File: config.mk
export PLATFORM = sky130hd
export DESIGN_NAME = conv_frame_encoder
export DESIGN_NICKNAME = d
export VERILOG_FILES = /design/src/rtl/conv_frame_encoder.sv
export SDC_FILE = /design/constraint.sdc
export NUM_CORES = 1
export LEC_CHECK = 0
export ABC_AREA = 1
export BUFFER_PORTS_ARGS = -buffer_cell sky130_fd_sc_hd__clkbuf_2
export CAP_MARGIN = 10
export CORE_MARGIN = 8
export CORE_UTILIZATION = 50
export CTS_CLUSTER_DIAMETER = 100
export DETAILED_ROUTE_END_ITERATION = 10
export GPL_TIMING_DRIVEN = 0
export PLACE_DENSITY = 0.75
export SKIP_CTS_REPAIR_TIMING = 1
export SYNTH_ARGS = -nofsm -noshare
export SYNTH_HDL_FRONTEND = slang
export SYNTH_SLANG_ARGS = --single-unit
File: constraint.sdc
create_clock -name clk -period 1.78 [get_ports clk]
set_clock_uncertainty 0.1 [all_clocks]
set_input_delay 0.089 -clock clk [delete_from_list [all_inputs] [get_ports clk]]
set_output_delay 0.089 -clock clk [all_outputs]
set_load 0.02 [all_outputs]
File: src/rtl/conv_frame_encoder.sv
// conv_frame_encoder: rate-1/2, K=3 convolutional encoder (generators 7/5 octal).
// Accepts FRAME_BITS-bit message frames over valid/ready and emits one
// {c0, c1} code symbol per transfer, MSB of the frame first.
// Build option: define CONV_ENC_TAIL_EN to append two zero tail bits per
// frame, which returns the trellis to state 00 at every frame boundary.
// Without it the trellis state carries over from frame to frame.
//
// state | meaning
// IDLE  | waiting for a frame; frame_ready high, no symbol presented
// SEND  | presenting symbols for message bits 0..FRAME_BITS-1
// TAIL  | presenting symbols for the two forced-zero tail bits (tail builds only)

module conv_frame_encoder #(
  parameter int FRAME_BITS = 8
) (
  input  logic                  clk,
  input  logic                  rst,
  input  logic                  refresh,
  input  logic [FRAME_BITS-1:0] frame_in,
  input  logic                  frame_valid,
  output logic                  frame_ready,
  output logic [1:0]            sym_out,
  output logic                  sym_valid,
  input  logic                  sym_ready,
  output logic                  sym_last,
  output logic [3:0]            sym_index,
  output logic [1:0]            enc_state
);

  localparam logic [3:0] LAST_MSG = 4'(FRAME_BITS - 1);
`ifdef CONV_ENC_TAIL_EN
  localparam logic [3:0] LAST_SYM = 4'(FRAME_BITS + 1);
  typedef enum logic [1:0] {IDLE = 2'd0, SEND = 2'd1, TAIL = 2'd2} fsm_t;
`else
  localparam logic [3:0] LAST_SYM = LAST_MSG;
  typedef enum logic [1:0] {IDLE = 2'd0, SEND = 2'd1} fsm_t;
`endif

  fsm_t                  fsm;
  logic [FRAME_BITS-1:0] shreg;

  logic       u_cur;
  logic       u_nxt;
  logic [1:0] st_nxt;
  logic [1:0] sym_nxt;
  logic [3:0] idx_nxt;
  logic       xfer;

  // Code symbol {c0, c1} for input bit u leaving trellis state {s1, s0}.
  function automatic logic [1:0] code_sym(input logic u, input logic [1:0] st);
    return {u ^ st[1] ^ st[0], u ^ st[0]};
  endfunction

  // The shift register supplies the current and following message bits;
  // zeros shift in behind the frame, so tail bits come out as u=0 for free.
  always_comb begin
    u_cur   = shreg[FRAME_BITS-1];
    u_nxt   = shreg[FRAME_BITS-2];
    st_nxt  = {u_cur, enc_state[1]};
    sym_nxt = code_sym(u_nxt, st_nxt);
    idx_nxt = sym_index + 4'd1;
    xfer    = sym_valid & sym_ready;
  end

  assign frame_ready = (fsm == IDLE);

  // Frame sequencer: accepts a frame, then advances one trellis step per
  // symbol transfer, holding everything while the consumer stalls.
  always_ff @(posedge clk or posedge rst) begin
    if (rst) begin
      fsm       <= IDLE;
      shreg     <= '0;
      sym_out   <= 2'b00;
      sym_valid <= 1'b0;
      sym_last  <= 1'b0;
      sym_index <= 4'd0;
      enc_state <= 2'b00;
    end else if (refresh) begin
      fsm       <= IDLE;
      shreg     <= '0;
      sym_out   <= 2'b00;
      sym_valid <= 1'b0;
      sym_last  <= 1'b0;
      sym_index <= 4'd0;
      enc_state <= 2'b00;
    end else begin
      case (fsm)
        IDLE: begin
          if (frame_valid) begin
            shreg     <= frame_in;
            sym_out   <= code_sym(frame_in[FRAME_BITS-1], enc_state);
            sym_valid <= 1'b1;
            sym_index <= 4'd0;
            sym_last  <= (LAST_SYM == 4'd0);
            fsm       <= SEND;
          end
        end
`ifdef CONV_ENC_TAIL_EN
        SEND, TAIL: begin
`else
        SEND: begin
`endif
          if (xfer) begin
            enc_state <= st_nxt;
            shreg     <= {shreg[FRAME_BITS-2:0], 1'b0};
            if (sym_index == LAST_SYM) begin
              fsm       <= IDLE;
              sym_valid <= 1'b0;
              sym_last  <= 1'b0;
              sym_index <= 4'd0;
            end else begin
              sym_out   <= sym_nxt;
              sym_index <= idx_nxt;
              sym_last  <= (idx_nxt == LAST_SYM);
`ifdef CONV_ENC_TAIL_EN
              if (sym_index == LAST_MSG) fsm <= TAIL;
`endif
            end
          end
        end
        default: begin
          fsm       <= IDLE;
          sym_valid <= 1'b0;
          sym_last  <= 1'b0;
        end
      endcase
    end
  end

endmodule

==> flow_summary_export.csv <==
group,metric,value,unit
global_route,busiest_layer,"met2",
place,hpwl,1620,um
place,place_area,1150,um^2
global_route,grt_start_max_net_pins,19,
worst_setup_path,cp-end-kind,"flop",
worst_setup_path,timing.rr.start,"sym_index[0]$_DFFE_PP0P_",
power,vdd_drop_max,596,uV
floorplanning,core_area,1920,um^2
floorplanning,num_rows,16,
synth,synthFlopType,"dfrtp_1",
global_route,grt_usage,0.130,
power,p_leak,0.626,nW
synth,synth_area,1010,um^2
clocking,htreeDepth,1,
timing,min_period_over_period,0.787,
clocking,clk_pin_slew,0.11,ns
timing,rsz0062_at_grt,"no",
global_route,antenna_found_initial,0,
global_route,use_met2,0.225,
synth,ys_warn_count,0,
timing,setup_violations,0,
clocking,numCtsBuffers,3,
synth,yosysUniqueCellTypes,20,
worst_setup_path,critical_path_buf_inv_count,0,
finish,final_area,1270,um^2
finish,drive_above_1_share,0.327,
timing,hold_viol_final,0,
timing,finalSetupTns,0,ns
detailed_routing,vias,882,
synth,yosysMostFrequentCell,"nand2_1",
floorplanning,die_y,60.9,um
synth,synth_area_leader_cell,"dfrtp_1",
synth,synth.avg_cell_area,8.98,um^2
worst_setup_path,max_stage_delay,0.46,ns
synth,synth_common_cells,"nand2_1, nand3_1, dfrtp_1",
synth,synthArstFlopShare,1.00,
min_path,hold_start,"frame_valid",
finish,antenna_cells,0,
synth,synth_top_area_share,0.448,
floorplanning,die_w,60.9,um
clocking,clk_latency,0.30,ns
floorplanning,dieArea,3700,um^2
place,portBuffers,23,
worst_setup_path,slowest_stage,"dfrtp_1",
timing,tightest_slew,0.688,ns
power,p_switching,415,uW
worst_setup_path,path_class,"reg -> reg",
worst_setup_path,crit_family,"simple AND/OR/NAND/NOR gates",
finish,area_delta_synth_final,26.4,%
finish,nets,163,
synth,ys_seq_elements,18,
timing,layout_min_cycle_time,1.40,ns
power,combPwrFrac,0.335,
power,pwr-share-clk,0.222,
worst_setup_path,path_cells,"ha_1, nand2_1, nor2_1, nand2_1, nand2_1, nor2_1, nand3_1, nand2_1",
floorplanning,ioPinCount,24,
global_route,grtUsageMet1,0.153,
detailed_routing,viasPerCell,5.07,
place,routabilityCongestion,0.777,
detailed_routing,wire_per_inst,12.4,um
worst_setup_path,startpoint_type,"flop",
global_route,grt_pass1_wl,3670,um
run_status,status,"finished clean",
min_path,hold_class,"in -> reg",
timing,max_freq,714,MHz
clocking,cts_tree,"done",
worst_setup_path,required,1.89,ns
detailed_routing,dr.pass1.iters,4,
clocking,clock_path_buffers,2,
synth,yosysSeqAreaShare,0.448,
worst_setup_path,cp.arrival,1.51,ns
power,power_density,905,nW/um^2
timing,max_slew_margin,0.541,
floorplanning,initial_core_util,0.523,
global_route,globalRouteOverflowTotal,0,
synth,synthTopCellsByArea,"dfrtp_1, nand3_1, nand2_1, o221ai_2, inv_1",
detailed_routing,drt_iter0_drc,15,
timing,maxSlewViolCount,0,
detailed_routing,drc,0,
clocking,cts_root_buf,"clkbuf_4",
synth,synth_nets,127,
worst_setup_path,crit_fanout,6,
power,seqPwrFrac,0.443,
detailed_routing,ant_nets,0,
power,sw_frac_of_total,0.361,
global_route,grt_pass1_vias,886,
clocking,numClockSinks,18,
worst_setup_path,startpoint,"sym_index[0]$_DFFE_PP0P_",
job,max_cap_violations,0,
synth,synth-edff-count,0,
global_route,grt_use_met3,0.0254,
synth,syn_inst,112,
detailed_routing,wirelength,2160,um
power,p_int,735,uW
worst_setup_path,path_common_cell,"nand2_1",
[worst reg2reg max path: stages, from the launching register on]
cell and delay [ns]:
dfrtp_1 0.46, ha_1 0.26, nand2_1 0.08, nor2_1 0.09, nand2_1 0.07, nand2_1 0.10, nor2_1 0.05, nand3_1 0.07
nand2_1 0.05
[layout by cell type (no fill, tap or decap), drive strengths merged, types with 2 or more instances in the layout]
cell         instances
inv                 19
nand2               26
o221ai               8
o22ai                3
dlygate4sd3          8
buf                  2
o21ai                4
nor2                 5
clkbuf              28
ha                   2
dfrtp               18
nand3               22
[power groups by stage]
stage               Sequential, mW  Combinational (mW)  Clock, mW
floorplan                    0.541               0.246          0
global placement             0.513               0.370          0
detailed placement           0.516               0.376          0
CTS                          0.508               0.377      0.260
global route                 0.517               0.429      0.283
finish                       0.510               0.386      0.255
[cell families (layout without fill, tap and decap cells)]
| group | count (synthesis) | count (layout) | synth area share |
|---|---|---|---|
| simple gates | 53 | 53 | 0.252 |
| buf+inv | 22 | 57 | 0.107 |
| flops | 18 | 18 | 0.448 |
| compound gates | 15 | 15 | 0.151 |
| fa+ha+maj | 2 | 2 | 0.0249 |
| xor+xnor | 2 | 2 | 0.0174 |
[final cells by class]
type | instances | area (um^2)
plain buffers | 3 | 36.3
well taps | 27 | 33.8
fillers | 176 | 651
clock buffers | 4 | 36.3
flip-flops and latches | 18 | 450
inverters | 19 | 71.3
repair buffers | 31 | 195
multi-input cells | 72 | 448
[sequential cells by signal, summed over array words and instances, names as in the netlist]
name,flops
enc_state,2
shreg,8
sym_index,4
sym_last,1
sym_out,2
sym_valid,1
[metrics by stage]
stage / instances / utilization / power, mW / worst slack [ns] / hold WS [ns]
4_1_cts: 166 / 0.620 / 1.14 / 0.359 / -0.219
5_1_grt: 174 / 0.661 / 1.23 / 0.245 / 0.00848
2_1_floorplan: 112 / - / 0.787 / 0.381 / -0.0724
3_5_place_dp: 162 / 0.601 / 0.892 / 0.368 / 0.114
3_3_place_gp: 162 / 0.601 / 0.883 / 0.426 / 0.109
6_report: 174 / 0.661 / 1.15 / 0.379 / 0.00887
[worst paths after layout]
| kind | to | slack [ns] | cells after the start |
|---|---|---|---|
| max reg2reg | sym_out[1]$_DFFE_PP0P_ | 0.38 | 8 |
| max | sym_out[1]$_DFFE_PP0P_ | 0.38 | 8 |
| min in group asynchronous | sym_index[2]$_DFFE_PP0P_ | 0.32 | 3 |
| min | sym_valid$_DFFE_PP0P_ | 0.009 | 3 |
| min reg2reg | sym_last$_DFFE_PP0P_ | 0.39 | 2 |
| max in group asynchronous | shreg[4]$_DFFE_PP0P_ | 0.81 | 3 |
[routing by layer]
layer	vias to the layer above	share of wire
met1	416	0.45
met4	0	0.011
met2	17	0.50
li1	445	-
met5	-	0
met3	4	0.037
Power figures use the tool's default switching activity.
